File: src/rtl/conv_layer_ctrl.sv
// Layer-level sequencer for the img2col GEMM datapath: holds the preparation
// block in start for a whole layer and walks every (tensor, weight) tile pair.
module conv_layer_ctrl #(
  parameter int TS_W         = 8,
  parameter int KS_W         = 4,
  parameter int CH_W         = 8,
  parameter int ST_W         = 4,
  parameter int KN_W         = 8,
  parameter int BLK_W        = 12,
  parameter int PREP_TIMEOUT = 1024
) (
  input  logic             clk,
  input  logic             rstn,
  input  logic             abort,
  input  logic             cfg_valid,
  output logic             cfg_ready,
  input  logic [TS_W-1:0]  cfg_tensor_size,
  input  logic [KS_W-1:0]  cfg_kernel_size,
  input  logic [CH_W-1:0]  cfg_channels,
  input  logic [ST_W-1:0]  cfg_stride,
  input  logic [KN_W-1:0]  cfg_kernel_nums,
  output logic             prep_start,
  output logic [TS_W-1:0]  tensor_size,
  output logic [KS_W-1:0]  kernel_size,
  output logic [CH_W-1:0]  channels,
  output logic [ST_W-1:0]  stride,
  output logic [KN_W-1:0]  kernel_nums,
  input  logic             prep_enable,
  input  logic [BLK_W-1:0] t_blk_num,
  input  logic [BLK_W-1:0] w_blk_num,
  output logic             tile_valid,
  input  logic             tile_ready,
  output logic [BLK_W-1:0] tile_t_idx,
  output logic [BLK_W-1:0] tile_w_idx,
  output logic             tile_last,
  input  logic             tile_done,
  output logic             busy,
  output logic             layer_done,
  output logic             err_cfg
);

  localparam int WD_W = $clog2(PREP_TIMEOUT);
  localparam logic [BLK_W-1:0] BLK_ONE = BLK_W'(1);
  localparam logic [WD_W-1:0]  WD_LAST = WD_W'(PREP_TIMEOUT - 1);

  typedef enum logic [2:0] {IDLE, PREP, ISSUE, WAIT, DONE} state_t;

  state_t           state, next_state;
  logic [BLK_W-1:0] t_blk_r, w_blk_r;
  logic [WD_W-1:0]  wdog;
  logic             cfg_bad, blk_zero, wd_expired, last_tile, w_wrap;

  // Kernel wider than the tensor is compared at a common width.
  assign cfg_bad = (cfg_stride == '0) || (cfg_kernel_size == '0) ||
                   (cfg_channels == '0) || (cfg_kernel_nums == '0) ||
                   ({{TS_W{1'b0}}, cfg_kernel_size} > {{KS_W{1'b0}}, cfg_tensor_size});
  assign blk_zero   = (t_blk_num == '0) || (w_blk_num == '0);
  assign wd_expired = (wdog == WD_LAST);
  assign w_wrap     = (tile_w_idx == w_blk_r - BLK_ONE);
  assign last_tile  = (tile_t_idx == t_blk_r - BLK_ONE) && w_wrap;

  always_ff @(posedge clk or negedge rstn) begin
    if (!rstn) state <= IDLE;
    else       state <= next_state;
  end

  always_comb begin
    next_state = state;
    if (abort) begin
      next_state = IDLE;
    end else begin
      case (state)
        IDLE:    if (cfg_valid && !cfg_bad) next_state = PREP;
        PREP:    if (prep_enable)     next_state = blk_zero ? IDLE : ISSUE;
                 else if (wd_expired) next_state = IDLE;
        ISSUE:   if (tile_ready) next_state = WAIT;
        WAIT:    if (tile_done)  next_state = last_tile ? DONE : ISSUE;
        DONE:    next_state = IDLE;
        default: next_state = IDLE;
      endcase
    end
  end

  always_comb begin
    cfg_ready  = (state == IDLE);
    busy       = (state != IDLE);
    prep_start = (state == PREP) || (state == ISSUE) || (state == WAIT);
    tile_valid = (state == ISSUE);
    tile_last  = (state == ISSUE) && last_tile;
    layer_done = (state == DONE);
  end

  // Abort freezes every register, so err_cfg keeps its value across an abort.
  always_ff @(posedge clk or negedge rstn) begin
    if (!rstn) begin
      tensor_size <= '0;
      kernel_size <= '0;
      channels    <= '0;
      stride      <= '0;
      kernel_nums <= '0;
      err_cfg     <= 1'b0;
      t_blk_r     <= '0;
      w_blk_r     <= '0;
      tile_t_idx  <= '0;
      tile_w_idx  <= '0;
      wdog        <= '0;
    end else if (!abort) begin
      case (state)
        IDLE: if (cfg_valid) begin
          tensor_size <= cfg_tensor_size;
          kernel_size <= cfg_kernel_size;
          channels    <= cfg_channels;
          stride      <= cfg_stride;
          kernel_nums <= cfg_kernel_nums;
          err_cfg     <= cfg_bad;
          wdog        <= '0;
        end
        PREP: begin
          wdog <= wdog + WD_W'(1);
          if (prep_enable) begin
            t_blk_r    <= t_blk_num;
            w_blk_r    <= w_blk_num;
            tile_t_idx <= '0;
            tile_w_idx <= '0;
            if (blk_zero) err_cfg <= 1'b1;
          end else if (wd_expired) begin
            err_cfg <= 1'b1;
          end
        end
        WAIT: if (tile_done && !last_tile) begin
          if (w_wrap) begin
            tile_w_idx <= '0;
            tile_t_idx <= tile_t_idx + BLK_ONE;
          end else begin
            tile_w_idx <= tile_w_idx + BLK_ONE;
          end
        end
        default: ;
      endcase
    end
  end

endmodule

File: config.mk
export PLATFORM = sky130hd
export DESIGN_NAME = conv_layer_ctrl
export DESIGN_NICKNAME = d
export VERILOG_FILES = /design/src/rtl/conv_layer_ctrl.sv
export SDC_FILE = /design/constraint.sdc
export NUM_CORES = 1
export LEC_CHECK = 0
export BUFFER_PORTS_ARGS = -buffer_cell sky130_fd_sc_hd__buf_2
export CORE_UTILIZATION = 49
export CTS_CLUSTER_DIAMETER = 30
export DETAILED_ROUTE_END_ITERATION = 10
export PLACE_DENSITY = 0.77
export SETUP_SLACK_MARGIN = 0.15
export SKIP_LAST_GASP = 1
export SYNTH_ARGS = -nofsm -noshare
export SYNTH_HDL_FRONTEND = slang
export SYNTH_SLANG_ARGS = --single-unit
File: constraint.sdc
create_clock -name clk -period 3.4 [get_ports clk]
set_input_delay 0.51 -clock clk [delete_from_list [all_inputs] [get_ports clk]]
set_output_delay 0.51 -clock clk [all_outputs]
set_load 0.03 [all_outputs]
==> results of run 1 <==
## sequential cells by signal (all words and copies together), names as in the netlist
| name | cells |
|---|---|
| w_blk_r | 12 |
| t_blk_r | 12 |
| wdog | 10 |
| err_cfg | 1 |
| kernel_nums | 8 |
| stride | 4 |
| tile_t_idx | 12 |
| kernel_size | 4 |
| tensor_size | 8 |
| state | 3 |
| tile_w_idx | 12 |
| channels | 8 |
## final cells by class
class / instances / area share
clock inverters: 5 / 0.00909
repair buffers: 182 / 0.161
flip-flops and latches: 94 / 0.335
well taps: 140 / 0.0249
clock buffers: 11 / 0.0201
inverters: 22 / 0.0118
multi-input cells: 498 / 0.438
## per-layer routing
layer  track usage  vias up
met4        0.0832        0
met2         0.447      246
met3        0.0835       41
met5             0        -
met1         0.334     2639
li1              -     2586
## cell families after synthesis
| logic type | count (synthesis) | share of synthesized area |
|---|---|---|
| muxes | 3 | 0.00596 |
| xor gates and xnor gates | 32 | 0.0514 |
| buffers and inverters | 50 | 0.0385 |
| and+or+nand+nor | 336 | 0.305 |
| adders and majority gates | 9 | 0.0206 |
| AOI/OAI and AO/OA | 118 | 0.148 |
| DFF | 94 | 0.431 |
## worst max-delay path by stage
stage,end,slack (ps),depth (start not counted)
finish,tile_last,-210,10
global route,tile_last,-310,11
CTS,tile_last,-180,8
detailed placement,tile_last,-40,10
global placement,tile_last,30,10
floorplan,tile_last,210,9
## through the flow
step / cell area (sq um) / setup slack [ps] / setup TNS (ps)
2_1_floorplan: 5470 / 213 / 0
5_1_grt: 7020 / -306 / -3450
3_3_place_gp: 6350 / 31.7 / 0
6_report: 7020 / -207 / -1880
3_5_place_dp: 6350 / -39.8 / -39.8
4_1_cts: 6830 / -181 / -353
## repair_timing
action / CTS / global route
pin swaps: 22 / 15
buffers inserted: 22 / 11
resized for setup: 24 / 23
hold endpoints to repair: 0 / 0
setup endpoints to repair: 21 / 26
## Yosys cell counts, types with 3 or more instances
cell type	instances	share of area
xnor2_1	14	0.022
a211oi_1	5	0.0069
nand3b_1	4	0.0055
xor2_1	18	0.029
clkbuf_1	20	0.014
and3_1	5	0.0057
a31oi_1	5	0.0057
inv_1	22	0.015
or4_4	3	0.0062
o21ai_0	32	0.029
a31o_2	3	0.0048
or3b_2	4	0.0064
or4_1	6	0.0083
nand2b_1	3	0.0034
a21oi_1	24	0.022
o211ai_1	3	0.0041
dfrtp_1	94	0.43
or2_2	7	0.0080
nand3_1	17	0.016
o31ai_1	9	0.012
nor2b_1	6	0.0069
ha_1	9	0.021
o21a_1	4	0.0055
nor3_1	11	0.010
nand4_1	8	0.0092
nor2_1	31	0.021
nor4_1	20	0.023
buf_2	5	0.0046
or3_1	14	0.016
nand2_1	181	0.12
nor4_4	3	0.012
## worst max-delay path: cells and delay by family, from the launching register on
family | cells | cell delay, ps
simple gates | 5 | 1600
buf+inv | 3 | 450
compound gates | 2 | 230
flops | 1 | 430
## power by group
group          internal [mW]  switching, mW  total [mW]
logic                   1.04           1.66        2.70
registers               1.49          0.383        1.87
clock network          0.368          0.422       0.791
total                   2.90           2.47        5.37
==> results by stage, run 1 <==
Drt:
- The count of nets left with antenna violations once routing finished came out at 0.
- The first-pass detailed-route iteration total is 5.
- The detailed router finished its first iteration with 480 violations.
- In the routed design, unresolved DRC markers number 0.
- After detailed routing, no signal wire sits above met4.
- The wire length on met2 is 7.67 mm.
- The wire length per cell after detailed routing is 16.5 um.
- The post-detailed-route via-to-cell ratio is 5.79.
- After detailed routing, the wire length on met1 is 6.52 mm.
- For this block, the routed nets add up to 15.7 mm of wire.
- The routed length on met3 is 1.25 mm.
- The detailed-route via count is 5,512.

Cells and area:
- For this run, the number of standard cells in the final layout without fillers is 952.
- Of the cells placed in the final design, the portion with a size suffix greater than 1 is 0.318.
- Leaving out fill and tap cells, the most frequent cells in the layout are 180 x nand2_1, 123 x buf_2, 92 x dfrtp_1, 47 x buf_4, 30 x nor2_1.
- The layout overhead on the synthesized area is 28.8%.
- The final standard cell utilization of the core is 0.648.
- The number of diodes is 0.
- The commonest non-fill, non-tap cell in the layout is nand2_1.
- The multi-input combinational cells in the finished layout cover a total of 3080 sq um.
- In the final design database the tool counted 879 nets.
- The total of fill cells in the finished design is 874.
- The combined flip-flop and latch cell area is 2350 sq um.

Worst setup path:
- The worst reg2reg path depth is 15.
- The signal on the critical path passes through or3_4 -> buf_4 -> buf_4 -> o21ai_4 -> a21oi_2 -> or4_4 -> nor4_4 -> nand4_1 -> nor2_4 -> buf_6.
- The critical path start-end classification is reg -> out.
- In this run the critical register-to-register path is captured at tile_t_idx[10].
- In this run the critical register-to-register path is launched from w_blk_r[1].
- The highest fanout seen on the critical path is 4.
- STA puts the critical path data required time at 2890 ps.
- The critical path endpoint category is a primary output.
- The slowest cell on the critical path is or4_4.
- The data arrival time at the worst-slack endpoint is 3100 ps.
- The most numerous cell type found on the critical path is buf_4.
- On the worst path, the slowest cell contributes a delay of 540 ps.
- In this run the register-to-register setup slack is -180 ps.
- The category of the worst setup path launch point is a flop.
- In this run the worst setup path begins at w_blk_r[1].

Clock tree:
- Clock tree synthesis found a total of 94 sinks.
- The cell chosen for the clock root is clkbuf_8.
- In this run, CTS created clock tree buffers numbering 9.
- The clock transition time at the flip-flop clock pins of the worst setup and hold paths is 100 ps.
- TritonCTS built the clock tree.
- The deepest level of the CTS H-tree is 3.
- The post-cts hold buffer count is 0.
- Clock latency on the worst-skew pair, taken at its later pin, is 390 ps.
- No sink is reached through more buffers than the 2 on the longest clock path.

Floorplanning:
- The x dimension of the die is 108 um.
- The placeable core region is 10,800 sq um.
- Measured along the y axis, the die boundary spans 108 um.
- The total number of placement rows is 38.
- The initial utilization of the core area, before any placement, comes to 0.503.
- The floorplan step defined a die boundary enclosing 11,600 sq um.
- The I/O pin count is 126.

Synth:
- When the netlist entered floorplanning its net count stood at 714.
- The synthesis warning total is 0.
- For this run, the register share of the synthesized area comes to 0.431.
- The number of synthesized register bits is 94.
- The number of different library cells used by synthesis comes to 71.
- The cell area that synthesis handed to floorplanning was 5450 sq um.
- The commonest register cell after synthesis is dfrtp_1.
- The fraction of registers with async set/reset is 1.00.
- In this run the mean area of a mapped cell was 8.50 sq um.
- The synthesized instance count is 642.
- The number of enable-type register cells in the synthesized netlist is 0.

Global routing:
- The first global-routing pass estimated 24.4 mm of wire.
- The maximum number of pins on one net before global-route repair is 60.
- The initial antenna violation count came to 0.
- The remaining global-route overflow is 0.
- The total track usage is 0.269.
- The via count of the first global-routing pass is 5,221.

Min path:
- The kind of path behind the tightest hold check is in -> async.

Pwr:
- The total power is 5.37 mW.
- Dividing total power by cell area gives a power density of 764 nW/um^2.
- The worst-case vdd ir drop is 0.612 mV.
- In this run the static leakage power is 3.42 nW.

Placed design:
- The congestion estimate from routability-driven global placement came to 0.902.
- The count of buffers added on input and output ports is 125.
- Detailed placement ended at an HPWL of 10.8 mm.
- The number of placed cells counting well taps is 903.

Timing:
- In the finished design, the share of the clock period the worst path needs comes to 1.06.
- The total of endpoints with negative setup slack in the final report is 23.
- Clock skew on the completed layout was measured at 16.0 ps.
- Setup repair after global routing could not meet its margin everywhere.
- The remaining max-slew budget at the tightest pin is 0.533.
- The final critical-path required period is 3610 ps.
- The number of failing hold endpoints at the final stage is 0.
- For the pin with the worst max-slew slack, the measured transition is 698 ps.
- The final critical-path setup slack is -207 ps.
- The hold slack is 75.2 ps.
- Timing would allow up to 277 MHz.
- The max-slew violation count is 0.

Outcome:
- The final reports fail on negative setup slack.
- The run finished, with violations left.

Run:
- Across the run, the number of max-cap violations was 0.
Note: power is estimated with default switching activity, not from simulation.
==> inputs of run 2 (changes only) <==
Settings changed: BUFFER_PORTS_ARGS -buffer_cell sky130_fd_sc_hd__buf_2 to -buffer_cell sky130_fd_sc_hd__clkbuf_2, PLACE_DENSITY 0.77 to 0.74.
==> run 2 against run 1 <==
  * Critical path depth grew 1
  * Critical endpoint unchanged
  * The flow still finishes with violations (negative setup slack)
  * Non-clock buffer count is 5 lower
  * Total power decreased by 1.5%
  * Fmax rose by 1.1%
  * Cell area is 0.98% lower
  * Die area unchanged
==> results by stage, run 2 (synthesis gave the netlist of run 1 again) <==
Clock tree:
- The deepest level of the CTS H-tree is 3.
- The worst-case clock buffer depth is 2.
- The number of sinks handled by clock tree synthesis is 94.
- The clock transition time at the flip-flop clock pins of the worst setup and hold paths is 90 ps.
- The clock latency reported for the late side of the worst-skew pair is 390 ps.
- Clock tree synthesis selected as its root buffer the cell clkbuf_8.
- The number of buffers created by CTS is 9.
- TritonCTS built the clock tree.

Timing:
- The total of endpoints with negative setup slack in the final report is 7.
- Setup repair after global routing could not meet its margin everywhere.
- The worst setup skew after layout is 12.1 ps.
- The top achievable clock speed is 280 MHz.
- The max-slew violation count is 0.
- The remaining max-slew budget at the tightest pin is 0.505.
- The smallest clock period supported by the final layout is computed as 3570 ps.
- The final critical-path setup slack is -168 ps.
- The final-layout setup total negative slack is -441 ps.
- In the finished design, the share of the clock period the worst path needs comes to 1.05.
- The number of failing hold endpoints at the final stage is 0.
- The slew at the pin closest to its max-slew limit is 743 ps.

Worst setup path:
- STA classifies the critical path endpoint as a primary output.
- Across all register-to-register paths, the minimum setup slack is -70 ps.
- In this design, the stage delay of the slowest critical-path cell is 470 ps.
- The slowest stage of the critical path is the or4_1 cell.
- For the worst flop-to-flop path, the logic depth is 13.
- The worst register-to-register path ends at tile_t_idx[11].
- By startpoint and endpoint, the worst setup path is classified as reg -> out.
- The signal on the critical path passes through inv_2 -> ha_4 -> nand2b_4 -> o31a_2 -> or4_1 -> or4_4 -> nor4_4 -> nand4_1 -> buf_6 -> nor2_4 -> clkbuf_8.
- The data arrival time at the worst-slack endpoint is 3060 ps.
- The critical path data required time is 2890 ps.
- The category of the worst setup path launch point is a flop.
- The critical path contains buffers and inverters numbering 3 combined.
- The worst register-to-register path begins at w_blk_r[1].
- The highest fanout seen on the critical path is 3.
- Broken down by cell family, the worst path's largest delay share belongs to simple AND/OR/NAND/NOR gates.

Drt:
- In the routed design, unresolved DRC markers number 0.
- The detailed-route via count is 5,363.
- The post-detailed-route via-to-cell ratio is 5.66.
- After the first detailed-routing iteration, the DRC count stood at 399.
- In the final routing, the length of wire on met1 measures 6.65 mm.
- The uppermost layer routed is met4.
- The final layout contains routed wiring with a total length of 15.4 mm.
- The wire length on met2 is 7.59 mm.
- Dividing the detail-routed wire length by the instance count gives 16.3 um.
- The remaining number of nets flagged by the antenna check after routing is 0.
- The routed length on met3 is 983 um.
- The first detailed-routing pass took 5 iterations.

Cells and area:
- In the final design database the tool counted 875 nets.
- The library cells used most frequently in the layout, excluding fill and tap cells, are 181 x nand2_1, 123 x clkbuf_2, 93 x dfrtp_1, 47 x buf_4, 30 x nor2_1.
- For this run, the share of the core covered by cells in the final layout is 0.642.
- Leaving out fill and tap cells, the most frequent cell in the layout is nand2_1.
- From synthesis to final layout, the design area changed by 27.5%.
- The number of antenna diodes in the final layout is 0.
- The fraction of layout cells with a size suffix above 1 is 0.319.

Global routing:
- The remaining global-route overflow is 0.
- The via count of the first global-routing pass was 5,290.
- The total track usage is 0.274.
- The initial antenna violation count is 0.
- Entering global routing, the biggest net connects 57 pins.
- The first global-routing pass estimated 24.7 mm of wire.

Outcome:
- The final reports fail on negative setup slack.
- The run finished, with violations left.

Floorplanning:
- The I/O pin count is 126.
- The initial standard-cell utilization of the core is 0.503.
- The die covers 11,600 sq um.
- The total number of placement rows is 38.
- The floorplan step set the die height to 108 um.
- The region available for standard cell placement spans 10,800 sq um.
- The x dimension of the die is 108 um.

Run:
- Across the run, the number of max-cap violations was 0.

Placed design:
- The weighted congestion at the end of routability-driven global placement is 0.861.
- The number of buffers added on ports is 125.
- The placed wire-length estimate after detailed placement is 11.2 mm.

Pwr:
- For this design the ratio of total power to cell area is 760 nW/um^2.
- Summing internal, switching and leakage power gives 5.28 mW.
- VDD sags by at most 0.579 mV.
- In this run the static leakage power is 3.42 nW.

Min path:
- The kind of path behind the tightest hold check is in -> async.
-- run 2: power by group --
group / internal [mW] / total, mW / leakage, nW / switching [mW]
Combinational: 1.03 / 2.71 / 2.11 / 1.68
Sequential: 1.49 / 1.84 / 1.21 / 0.347
Clock: 0.312 / 0.732 / 0.0942 / 0.419
-- run 2: metal layers --
| metal | vias to the layer above | global-route usage |
|---|---|---|
| li1 | 2577 | - |
| met1 | 2582 | 0.342 |
| met2 | 187 | 0.456 |
| met3 | 17 | 0.0817 |
| met4 | 0 | 0.0812 |
| met5 | - | 0 |
-- run 2: worst reg2reg max path: cells and delay by family, from the launching register on --
| family | cells | cell delay [ps] |
|---|---|---|
| and+or+nand+nor | 5 | 1730 |
| buffers and inverters | 4 | 550 |
| adders and majority gates | 1 | 160 |
| DFF | 1 | 420 |
| AOI/OAI and AO/OA | 3 | 540 |
-- run 2: stage by stage --
step                instance area (sq um)  hold WS, ps  std cells  worst slack, ps
finish                               6950          164        948             -168
global route                         6950          195        948             -265
CTS                                  6710          199        938             -143
detailed placement                   6440          461        916             59.5
global placement                     6440          458        916              104
floorplan                            5470          214        642              213
-- run 2: cell type report --
type,count,area (sq um)
Inverter,22,82.6
Timing Repair Buffer,177,1050
Sequential cell,94,2350
Fill cell,921,3890
Clock inverter,3,26.3
Clock buffer,13,159
Tap cell,140,175
Multi-Input combinational cell,499,3110
-- run 2: how the worst max path moves through the flow --
| stage | start | to | slack (ps) | cells past startpoint |
|---|---|---|---|---|
| CTS | w_blk_r[0] | tile_last | -140 | 11 |
| global placement | w_blk_r[0] | tile_last | 100 | 11 |
| finish | w_blk_r[1] | tile_last | -170 | 11 |
| floorplan | w_blk_r[0] | tile_last | 210 | 9 |
| detailed placement | w_blk_r[0] | tile_t_idx[7] | 60 | 12 |
| global route | w_blk_r[1] | tile_last | -260 | 11 |
-- run 2: repair_timing --
| item | CTS | global route |
|---|---|---|
| hold buffers | 0 | 0 |
| pin swaps | 8 | 11 |
| gates resized for setup | 12 | 34 |
| buffers inserted | 5 | 9 |
| endpoints found under the setup margin | 21 | 25 |
| cloned | 1 | 1 |
